### src/rtl/axil_master_bridge_if.sv
// Bundle of the bridge's command/response channels and its AXI4-Lite master bus.
// The bridge takes the master modport; the command source and the peripheral take the slave modport.
interface axil_master_bridge_if #(
  parameter int ADDR_W = 32,
  parameter int DATA_W = 32
);
  localparam int STRB_W = DATA_W / 8;

  logic              cmd_valid;
  logic              cmd_ready;
  logic              cmd_write;
  logic [ADDR_W-1:0] cmd_addr;
  logic [DATA_W-1:0] cmd_wdata;
  logic [STRB_W-1:0] cmd_wstrb;

  logic              rsp_valid;
  logic              rsp_ready;
  logic [DATA_W-1:0] rsp_rdata;
  logic [1:0]        rsp_resp;
  logic              rsp_timeout;

  logic              m_awvalid;
  logic              m_awready;
  logic [ADDR_W-1:0] m_awaddr;
  logic [2:0]        m_awprot;
  logic              m_wvalid;
  logic              m_wready;
  logic [DATA_W-1:0] m_wdata;
  logic [STRB_W-1:0] m_wstrb;
  logic              m_bvalid;
  logic              m_bready;
  logic [1:0]        m_bresp;
  logic              m_arvalid;
  logic              m_arready;
  logic [ADDR_W-1:0] m_araddr;
  logic [2:0]        m_arprot;
  logic              m_rvalid;
  logic              m_rready;
  logic [DATA_W-1:0] m_rdata;
  logic [1:0]        m_rresp;

  modport master (
    input  cmd_valid, cmd_write, cmd_addr, cmd_wdata, cmd_wstrb,
    output cmd_ready,
    output rsp_valid, rsp_rdata, rsp_resp, rsp_timeout,
    input  rsp_ready,
    output m_awvalid, m_awaddr, m_awprot,
    input  m_awready,
    output m_wvalid, m_wdata, m_wstrb,
    input  m_wready,
    input  m_bvalid, m_bresp,
    output m_bready,
    output m_arvalid, m_araddr, m_arprot,
    input  m_arready,
    input  m_rvalid, m_rdata, m_rresp,
    output m_rready
  );

  modport slave (
    output cmd_valid, cmd_write, cmd_addr, cmd_wdata, cmd_wstrb,
    input  cmd_ready,
    input  rsp_valid, rsp_rdata, rsp_resp, rsp_timeout,
    output rsp_ready,
    input  m_awvalid, m_awaddr, m_awprot,
    output m_awready,
    input  m_wvalid, m_wdata, m_wstrb,
    output m_wready,
    output m_bvalid, m_bresp,
    input  m_bready,
    input  m_arvalid, m_araddr, m_arprot,
    output m_arready,
    output m_rvalid, m_rdata, m_rresp,
    input  m_rready
  );
endinterface

### src/rtl/axil_master_bridge.sv
// Single-outstanding AXI4-Lite master: one command in, one AXI transaction out, one response back,
// with a response watchdog that drains late B/R beats from a hung peripheral.
module axil_master_bridge #(
  parameter int ADDR_W  = 32,
  parameter int DATA_W  = 32,
  parameter int TIMEOUT = 1024
) (
  input  logic                 clk,
  input  logic                 rst,
  axil_master_bridge_if.master bus
);
  localparam int STRB_W = DATA_W / 8;
  localparam int CNT_W  = (TIMEOUT > 1) ? $clog2(TIMEOUT) : 1;
  localparam logic [CNT_W-1:0] CNT_LAST = CNT_W'((TIMEOUT > 0) ? TIMEOUT - 1 : 0);

  typedef enum logic [2:0] {IDLE, WR_REQ, WR_RESP, RD_REQ, RD_RESP, RSP} state_t;

  state_t            r_state, w_state;
  logic              r_awvalid, w_awvalid;
  logic              r_wvalid, w_wvalid;
  logic              r_bready, w_bready;
  logic              r_arvalid, w_arvalid;
  logic              r_rready, w_rready;
  logic [ADDR_W-1:0] r_addr, w_addr;
  logic [DATA_W-1:0] r_wdata, w_wdata;
  logic [STRB_W-1:0] r_wstrb, w_wstrb;
  logic [DATA_W-1:0] r_rsp_rdata, w_rsp_rdata;
  logic [1:0]        r_rsp_resp, w_rsp_resp;
  logic              r_rsp_timeout, w_rsp_timeout;
  logic              r_stale_b, w_stale_b;
  logic              r_stale_r, w_stale_r;
  logic [CNT_W-1:0]  r_cnt, w_cnt;

  logic w_cmd_ready, w_cmd_hs, w_b_hs, w_r_hs, w_expire;

  assign w_cmd_ready = (r_state == IDLE) && !r_stale_b && !r_stale_r;
  assign w_cmd_hs    = bus.cmd_valid && w_cmd_ready;
  assign w_b_hs      = bus.m_bvalid && r_bready;
  assign w_r_hs      = bus.m_rvalid && r_rready;
  assign w_expire    = (TIMEOUT != 0) && (r_cnt == CNT_LAST);

  always_comb begin
    w_state       = r_state;
    w_awvalid     = r_awvalid;
    w_wvalid      = r_wvalid;
    w_arvalid     = r_arvalid;
    w_addr        = r_addr;
    w_wdata       = r_wdata;
    w_wstrb       = r_wstrb;
    w_rsp_rdata   = r_rsp_rdata;
    w_rsp_resp    = r_rsp_resp;
    w_rsp_timeout = r_rsp_timeout;
    w_stale_b     = r_stale_b && !w_b_hs;
    w_stale_r     = r_stale_r && !w_r_hs;
    w_cnt         = r_cnt;

    case (r_state)
      IDLE: begin
        if (w_cmd_hs) begin
          w_addr  = bus.cmd_addr;
          w_wdata = bus.cmd_wdata;
          w_wstrb = bus.cmd_wstrb;
          if (bus.cmd_write) begin
            w_state   = WR_REQ;
            w_awvalid = 1'b1;
            w_wvalid  = 1'b1;
          end else begin
            w_state   = RD_REQ;
            w_arvalid = 1'b1;
          end
        end
      end
      WR_REQ: begin
        w_awvalid = r_awvalid && !bus.m_awready;
        w_wvalid  = r_wvalid && !bus.m_wready;
        if (!w_awvalid && !w_wvalid) begin
          w_state = WR_RESP;
          w_cnt   = '0;
        end
      end
      WR_RESP: begin
        w_cnt = r_cnt + CNT_W'(1);
        // A beat landing on the expiry cycle still wins over the watchdog.
        if (w_b_hs) begin
          w_state       = RSP;
          w_rsp_rdata   = '0;
          w_rsp_resp    = bus.m_bresp;
          w_rsp_timeout = 1'b0;
        end else if (w_expire) begin
          w_state       = RSP;
          w_rsp_rdata   = '0;
          w_rsp_resp    = 2'b10;
          w_rsp_timeout = 1'b1;
          w_stale_b     = 1'b1;
        end
      end
      RD_REQ: begin
        w_arvalid = r_arvalid && !bus.m_arready;
        if (!w_arvalid) begin
          w_state = RD_RESP;
          w_cnt   = '0;
        end
      end
      RD_RESP: begin
        w_cnt = r_cnt + CNT_W'(1);
        if (w_r_hs) begin
          w_state       = RSP;
          w_rsp_rdata   = bus.m_rdata;
          w_rsp_resp    = bus.m_rresp;
          w_rsp_timeout = 1'b0;
        end else if (w_expire) begin
          w_state       = RSP;
          w_rsp_rdata   = '0;
          w_rsp_resp    = 2'b10;
          w_rsp_timeout = 1'b1;
          w_stale_r     = 1'b1;
        end
      end
      RSP: begin
        if (bus.rsp_ready) w_state = IDLE;
      end
      default: w_state = IDLE;
    endcase

    // Readies stay up while a stale beat is owed so the late response is swallowed.
    w_bready = (w_state == WR_RESP) || w_stale_b;
    w_rready = (w_state == RD_RESP) || w_stale_r;
  end

  always_ff @(posedge clk or negedge rst) begin
    if (!rst) begin
      r_state       <= IDLE;
      r_awvalid     <= 1'b0;
      r_wvalid      <= 1'b0;
      r_bready      <= 1'b0;
      r_arvalid     <= 1'b0;
      r_rready      <= 1'b0;
      r_addr        <= '0;
      r_wdata       <= '0;
      r_wstrb       <= '0;
      r_rsp_rdata   <= '0;
      r_rsp_resp    <= '0;
      r_rsp_timeout <= 1'b0;
      r_stale_b     <= 1'b0;
      r_stale_r     <= 1'b0;
      r_cnt         <= '0;
    end else begin
      r_state       <= w_state;
      r_awvalid     <= w_awvalid;
      r_wvalid      <= w_wvalid;
      r_bready      <= w_bready;
      r_arvalid     <= w_arvalid;
      r_rready      <= w_rready;
      r_addr        <= w_addr;
      r_wdata       <= w_wdata;
      r_wstrb       <= w_wstrb;
      r_rsp_rdata   <= w_rsp_rdata;
      r_rsp_resp    <= w_rsp_resp;
      r_rsp_timeout <= w_rsp_timeout;
      r_stale_b     <= w_stale_b;
      r_stale_r     <= w_stale_r;
      r_cnt         <= w_cnt;
    end
  end

  assign bus.cmd_ready   = w_cmd_ready;
  assign bus.rsp_valid   = (r_state == RSP);
  assign bus.rsp_rdata   = r_rsp_rdata;
  assign bus.rsp_resp    = r_rsp_resp;
  assign bus.rsp_timeout = r_rsp_timeout;
  assign bus.m_awvalid   = r_awvalid;
  assign bus.m_awaddr    = r_addr;
  assign bus.m_awprot    = '0;
  assign bus.m_wvalid    = r_wvalid;
  assign bus.m_wdata     = r_wdata;
  assign bus.m_wstrb     = r_wstrb;
  assign bus.m_bready    = r_bready;
  assign bus.m_arvalid   = r_arvalid;
  assign bus.m_araddr    = r_addr;
  assign bus.m_arprot    = '0;
  assign bus.m_rready    = r_rready;
endmodule
### src/flat_wrapper.sv
// flat-port wrapper written by rule: the top's interface ports become plain ports
module axil_master_bridge_flat 
#(
  parameter int ADDR_W  = 32,
  parameter int DATA_W  = 32,
  parameter int TIMEOUT = 1024
)
  (clk, rst, bus_cmd_valid, bus_cmd_write, bus_cmd_addr, bus_cmd_wdata, bus_cmd_wstrb, bus_cmd_ready, bus_rsp_valid, bus_rsp_rdata, bus_rsp_resp, bus_rsp_timeout, bus_rsp_ready, bus_m_awvalid, bus_m_awaddr, bus_m_awprot, bus_m_awready, bus_m_wvalid, bus_m_wdata, bus_m_wstrb, bus_m_wready, bus_m_bvalid, bus_m_bresp, bus_m_bready, bus_m_arvalid, bus_m_araddr, bus_m_arprot, bus_m_arready, bus_m_rvalid, bus_m_rdata, bus_m_rresp, bus_m_rready);
  axil_master_bridge_if #(.ADDR_W(ADDR_W), .DATA_W(DATA_W)) bus_i ();
  input  logic clk;
  input  logic rst;
  input wire logic [$bits(bus_i.cmd_valid)-1:0] bus_cmd_valid;
  input wire logic [$bits(bus_i.cmd_write)-1:0] bus_cmd_write;
  input wire logic [$bits(bus_i.cmd_addr)-1:0] bus_cmd_addr;
  input wire logic [$bits(bus_i.cmd_wdata)-1:0] bus_cmd_wdata;
  input wire logic [$bits(bus_i.cmd_wstrb)-1:0] bus_cmd_wstrb;
  output wire logic [$bits(bus_i.cmd_ready)-1:0] bus_cmd_ready;
  output wire logic [$bits(bus_i.rsp_valid)-1:0] bus_rsp_valid;
  output wire logic [$bits(bus_i.rsp_rdata)-1:0] bus_rsp_rdata;
  output wire logic [$bits(bus_i.rsp_resp)-1:0] bus_rsp_resp;
  output wire logic [$bits(bus_i.rsp_timeout)-1:0] bus_rsp_timeout;
  input wire logic [$bits(bus_i.rsp_ready)-1:0] bus_rsp_ready;
  output wire logic [$bits(bus_i.m_awvalid)-1:0] bus_m_awvalid;
  output wire logic [$bits(bus_i.m_awaddr)-1:0] bus_m_awaddr;
  output wire logic [$bits(bus_i.m_awprot)-1:0] bus_m_awprot;
  input wire logic [$bits(bus_i.m_awready)-1:0] bus_m_awready;
  output wire logic [$bits(bus_i.m_wvalid)-1:0] bus_m_wvalid;
  output wire logic [$bits(bus_i.m_wdata)-1:0] bus_m_wdata;
  output wire logic [$bits(bus_i.m_wstrb)-1:0] bus_m_wstrb;
  input wire logic [$bits(bus_i.m_wready)-1:0] bus_m_wready;
  input wire logic [$bits(bus_i.m_bvalid)-1:0] bus_m_bvalid;
  input wire logic [$bits(bus_i.m_bresp)-1:0] bus_m_bresp;
  output wire logic [$bits(bus_i.m_bready)-1:0] bus_m_bready;
  output wire logic [$bits(bus_i.m_arvalid)-1:0] bus_m_arvalid;
  output wire logic [$bits(bus_i.m_araddr)-1:0] bus_m_araddr;
  output wire logic [$bits(bus_i.m_arprot)-1:0] bus_m_arprot;
  input wire logic [$bits(bus_i.m_arready)-1:0] bus_m_arready;
  input wire logic [$bits(bus_i.m_rvalid)-1:0] bus_m_rvalid;
  input wire logic [$bits(bus_i.m_rdata)-1:0] bus_m_rdata;
  input wire logic [$bits(bus_i.m_rresp)-1:0] bus_m_rresp;
  output wire logic [$bits(bus_i.m_rready)-1:0] bus_m_rready;
  assign bus_i.cmd_valid = bus_cmd_valid;
  assign bus_i.cmd_write = bus_cmd_write;
  assign bus_i.cmd_addr = bus_cmd_addr;
  assign bus_i.cmd_wdata = bus_cmd_wdata;
  assign bus_i.cmd_wstrb = bus_cmd_wstrb;
  assign bus_cmd_ready = bus_i.cmd_ready;
  assign bus_rsp_valid = bus_i.rsp_valid;
  assign bus_rsp_rdata = bus_i.rsp_rdata;
  assign bus_rsp_resp = bus_i.rsp_resp;
  assign bus_rsp_timeout = bus_i.rsp_timeout;
  assign bus_i.rsp_ready = bus_rsp_ready;
  assign bus_m_awvalid = bus_i.m_awvalid;
  assign bus_m_awaddr = bus_i.m_awaddr;
  assign bus_m_awprot = bus_i.m_awprot;
  assign bus_i.m_awready = bus_m_awready;
  assign bus_m_wvalid = bus_i.m_wvalid;
  assign bus_m_wdata = bus_i.m_wdata;
  assign bus_m_wstrb = bus_i.m_wstrb;
  assign bus_i.m_wready = bus_m_wready;
  assign bus_i.m_bvalid = bus_m_bvalid;
  assign bus_i.m_bresp = bus_m_bresp;
  assign bus_m_bready = bus_i.m_bready;
  assign bus_m_arvalid = bus_i.m_arvalid;
  assign bus_m_araddr = bus_i.m_araddr;
  assign bus_m_arprot = bus_i.m_arprot;
  assign bus_i.m_arready = bus_m_arready;
  assign bus_i.m_rvalid = bus_m_rvalid;
  assign bus_i.m_rdata = bus_m_rdata;
  assign bus_i.m_rresp = bus_m_rresp;
  assign bus_m_rready = bus_i.m_rready;
  axil_master_bridge #(.ADDR_W(ADDR_W), .DATA_W(DATA_W), .TIMEOUT(TIMEOUT)) u_core (.clk(clk), .rst(rst), .bus(bus_i));
endmodule
### config.mk
export PLATFORM = sky130hd
export DESIGN_NAME = axil_master_bridge_flat
export DESIGN_NICKNAME = d
export VERILOG_FILES = /design/src/rtl/axil_master_bridge_if.sv /design/src/rtl/axil_master_bridge.sv /design/src/flat_wrapper.sv
export SDC_FILE = /design/constraint.sdc
export NUM_CORES = 1
export LEC_CHECK = 0
export ABC_AREA = 1
export ABC_CLOCK_PERIOD_IN_PS = 3400
export CORE_ASPECT_RATIO = 1.25
export CORE_MARGIN = 5
export CORE_UTILIZATION = 44
export CTS_CLUSTER_DIAMETER = 30
export DETAILED_ROUTE_END_ITERATION = 10
export PLACE_DENSITY = 0.86
export RECOVER_POWER = 50
export SYNTH_ARGS = -nofsm -noshare
export SYNTH_HDL_FRONTEND = slang
export SYNTH_SLANG_ARGS = --single-unit
### constraint.sdc
create_clock -name clk -period 3.4 [get_ports clk]
set_input_delay 0.51 -clock clk [delete_from_list [all_inputs] [get_ports clk]]
set_output_delay 0.51 -clock clk [all_outputs]
set_load 0.005 [all_outputs]
==> flow_summary.yaml <==
worst_hold_path:
  timing.hold.worst.class: "input port to asynchronous set/reset pin"
yosys:
  synth_common_cells: "sky130_fd_sc_hd__nand2_1 (310), sky130_fd_sc_hd__dfrtp_1 (123), sky130_fd_sc_hd__buf_4 (44)"
  ys_dominant_reg_cell: "sky130_fd_sc_hd__dfrtp_1"
  asyncSetResetFlopFracSynth_pct: 100.0
  post_synth_instance_area_um2: 5428
  synth_top_area_share_pct: 56.71
  synth_compound_gate_area_share_pct: 2.928
  synth_area_leaders: "sky130_fd_sc_hd__dfrtp_1 (57%), sky130_fd_sc_hd__nand2_1 (21%), sky130_fd_sc_hd__buf_4 (6.1%)"
  syn-instance-count: 642
  synth_top_family_by_area: "simple AND/OR/NAND/NOR gates"
  muxShareOfSynthArea_pct: 0
  synth_area_per_cell_um2: 8.454
  synth-seq-area-share_pct: 56.71
  post_synth_xor_area_fraction_pct: 0.9682
  yosys_warnings: 0
  synthDistinctLibCells: 30
  synth_fa_ha_area_share_pct: 0.2305
  synth_enable_flop_cells: 0
  synth.largest_area_cell: "sky130_fd_sc_hd__dfrtp_1"
  post-synth-top-count-cell: "sky130_fd_sc_hd__nand2_1"
  yosys_register_bits: 123
  post_synth_and_or_nand_nor_area_fraction_pct: 29.51
worst_setup_path:
  regToRegSetupSlack_ns: 0.83
  maximum_net_fanout_on_the_critical_path: 32
  critPathLaunch: "u_core.r_state[0]$_DFF_PN0_"
  critPathLaunchType: "register"
  timing.critical_path.to_type: "register"
  worst_endpoint_required_time_ns: 3.69
  worstSetupEndpoint: "u_core.bus.rsp_rdata[0]$_DFFE_PN0P_"
  critical_path_class: "register to register"
  regToRegEndpoint: "u_core.bus.rsp_rdata[0]$_DFFE_PN0P_"
  worst_ep_arrival_time_ns: 2.86
  reg2regPathDepth: 8
  crit-reg2reg-launch: "u_core.r_state[0]$_DFF_PN0_"
cts:
  postCtsResizedCells: 0
  insertion_delay_ns: 0.41
  cts.sink_count: 123
  cts-hold-fix-buffers: 0
  cts-root-to-sink-buffers: 2
  tritoncts: "yes"
  worst_setup_hold_path_clk_slew_ns: 0.06
  ctsRootBufferMaster: "sky130_fd_sc_hd__clkbuf_16"
  cts_buffers: 17
  cts_setup_buffers: 0
  htree_levels: 4
route:
  initialDrtViolationCount: 244
  detail-route-antenna-nets: 0
  avgRoutedWirePerCell_um: 15.18
  met3_routed_wl_mm: 1.180
  drt_wirelength_mm: 15.82
  drc: 0
  routed_via_density: 4.715
  highest_layer: "met5"
  length_of_routed_wiring_on_met1_mm: 5.779
  drtPass1Iterations: 5
  routed-wl-met2_mm: 8.558
  dr_total_vias: 4913
placed_design:
  numPortBuffers: 255
  gp_routability_congestion: 0.9257
  hpwlAfterDp_mm: 11.72
power_and_ir_drop:
  clkPwrFrac_pct: 24.3
  power.density_nw_per_um2: 876.5
  intPower_mw: 4.946
  power.share.switching_pct: 32.88
  peakVddDrop_v: 0.0004429
  power.static_leakage_nw: 4.217
  combinationalPowerShare_pct: 40.9
  net_switching_mw: 2.423
  sequential_share_of_power_pct: 34.8
floorplanning:
  rows: 45
  pin_count: 262
  chipWidth_um: 109.3
  core_area_um2: 12110
  floorplan.die_area_um2: 14670
  fp.dieH_um: 134.2
  start_util_pct: 44.84
timing:
  finalHoldViolCount: 0
  drv_slew: 0
  period_minus_slack_ns: 2.573
  highest_clock_rate_mhz: 388.7
  fin_crit_sh_pct: 75.68
  fin_tns_setup_ns: 0
  fin_skew_ns: 0.008767
  grt_setup_unrepaired: "no"
  tightest_slew_ns: 1.413
  setup_violating_endpoint_count_in_the_final_report: 0
  maxSlewHeadroom_pct: 5.773
global_route:
  grt_first_pass_wirelength_mm: 24.90
  globalRouteTotalUtil_pct: 21.70
  gr-total-overflow: 0
  grt_antenna_before_repair: 1
  via_count_of_the_first_global_routing_pass: 5063
  grt_start_max_net_pins: 58
cells_and_area:
  area.growth.synth_to_final_pct: 54.89
  layout-drive-gt1-share_pct: 5.125
  finish.net_count: 980
  final_core_util_pct: 69.45
  antenna_cells: 0
flow_run:
  drv_cap: 0
status:
  status: "completed"
-- per-stage QoR --
step | power [mW] | hold slack [ns] | setup slack [ns] | instance area [um2] | cells
floorplan | 3.917 | 0.2144 | 1.955 | 5446 | 647
global placement | 5.682 | 0.4612 | 0.8751 | 7850 | 1010
detailed placement | 5.777 | 0.4637 | 0.8653 | 7850 | 1010
CTS | 7.616 | 0.1746 | 0.9607 | 8446 | 1042
global route | 7.857 | 0.4888 | 0.5736 | 8407 | 1042
finish | 7.369 | 0.4086 | 0.8270 | 8407 | 1042
-- placed cells by master, fill, tap and decap left out, drive strengths merged --
master / n
clkinvlp: 6
dlygate4sd3: 53
nand3: 44
conb: 6
clkbuf: 22
o31ai: 1
a32oi: 1
nor3: 3
o21a: 1
bufinv: 2
a22oi: 1
o22ai: 5
a21oi: 5
buf: 3
xor2: 6
nand4: 4
ha: 1
o21ai: 12
clkdlybuf4s50: 201
nor2: 30
clkinv: 4
dfrtp: 123
nand2: 312
inv: 32
-- sequential cells by signal (all words and copies together), names as in the netlist, 2 cells and up --
name,flops
u_core.bus.m_araddr,32
u_core.bus.m_wdata,32
u_core.bus.m_wstrb,4
u_core.bus.rsp_rdata,32
u_core.bus.rsp_resp,2
u_core.r_cnt,10
u_core.r_state,3
-- power groups by stage --
stage	Sequential, mW	Clock [mW]	Combinational, mW
global route	2.65	1.89	3.32
floorplan	2.58	0	1.33
finish	2.57	1.79	3.01
global placement	2.57	0	3.11
detailed placement	2.58	0	3.20
CTS	2.58	1.82	3.21
-- critical path: stages (launching register included) --
cell and delay [ns]:
sky130_fd_sc_hd__dfrtp_1 0.44, sky130_fd_sc_hd__nor2_1 0.31, sky130_fd_sc_hd__nand2_1 0.28, sky130_fd_sc_hd__nand2_1 0.25, sky130_fd_sc_hd__clkinvlp_2 0.40, sky130_fd_sc_hd__nor2_2 0.26, sky130_fd_sc_hd__inv_2 0.24, sky130_fd_sc_hd__nand3_1 0.19
sky130_fd_sc_hd__nand2_1 0.07
-- worst min path at each step --
stage,start,to,slack (ns),depth (start not counted)
global route,u_core.bus.m_wdata[14]$_DFFE_PN0P_,u_core.bus.m_wdata[14]$_DFFE_PN0P_,0.49,2
global placement,u_core.bus.m_wdata[18]$_DFFE_PN0P_,u_core.bus.m_wdata[18]$_DFFE_PN0P_,0.46,2
CTS,rst,u_core.bus.m_wdata[21]$_DFFE_PN0P_,0.17,1
floorplan,rst,u_core.bus.m_araddr[0]$_DFFE_PN0P_,0.21,0
detailed placement,u_core.bus.m_wdata[31]$_DFFE_PN0P_,u_core.bus.m_wdata[31]$_DFFE_PN0P_,0.46,2
finish,rst,u_core.bus.m_wdata[14]$_DFFE_PN0P_,0.41,1
-- layout make-up --
type,count,area [um2]
clock buffers,19,452.9
repair buffers,260,2590
flip-flops and latches,123,3078
multi-input cells,432,1821
well taps,164,205.2
fillers,951,3699
inverters,31,117.6
clock inverters,13,142.6
-- metal layers --
metal	vias to the layer above	GRT usage, %
met5	-	0
met1	2326	23.89
li1	2392	-
met3	21	6.789
met4	2	6.861
met2	172	39.17
-- cells by family after synthesis --
group           after synthesis
xor+xnor                      6
simple gates                393
flops                       123
fa+ha+maj                     1
compound gates               26
other cells                   1
buf+inv                      92
Note: power is estimated with default switching activity, not from simulation.
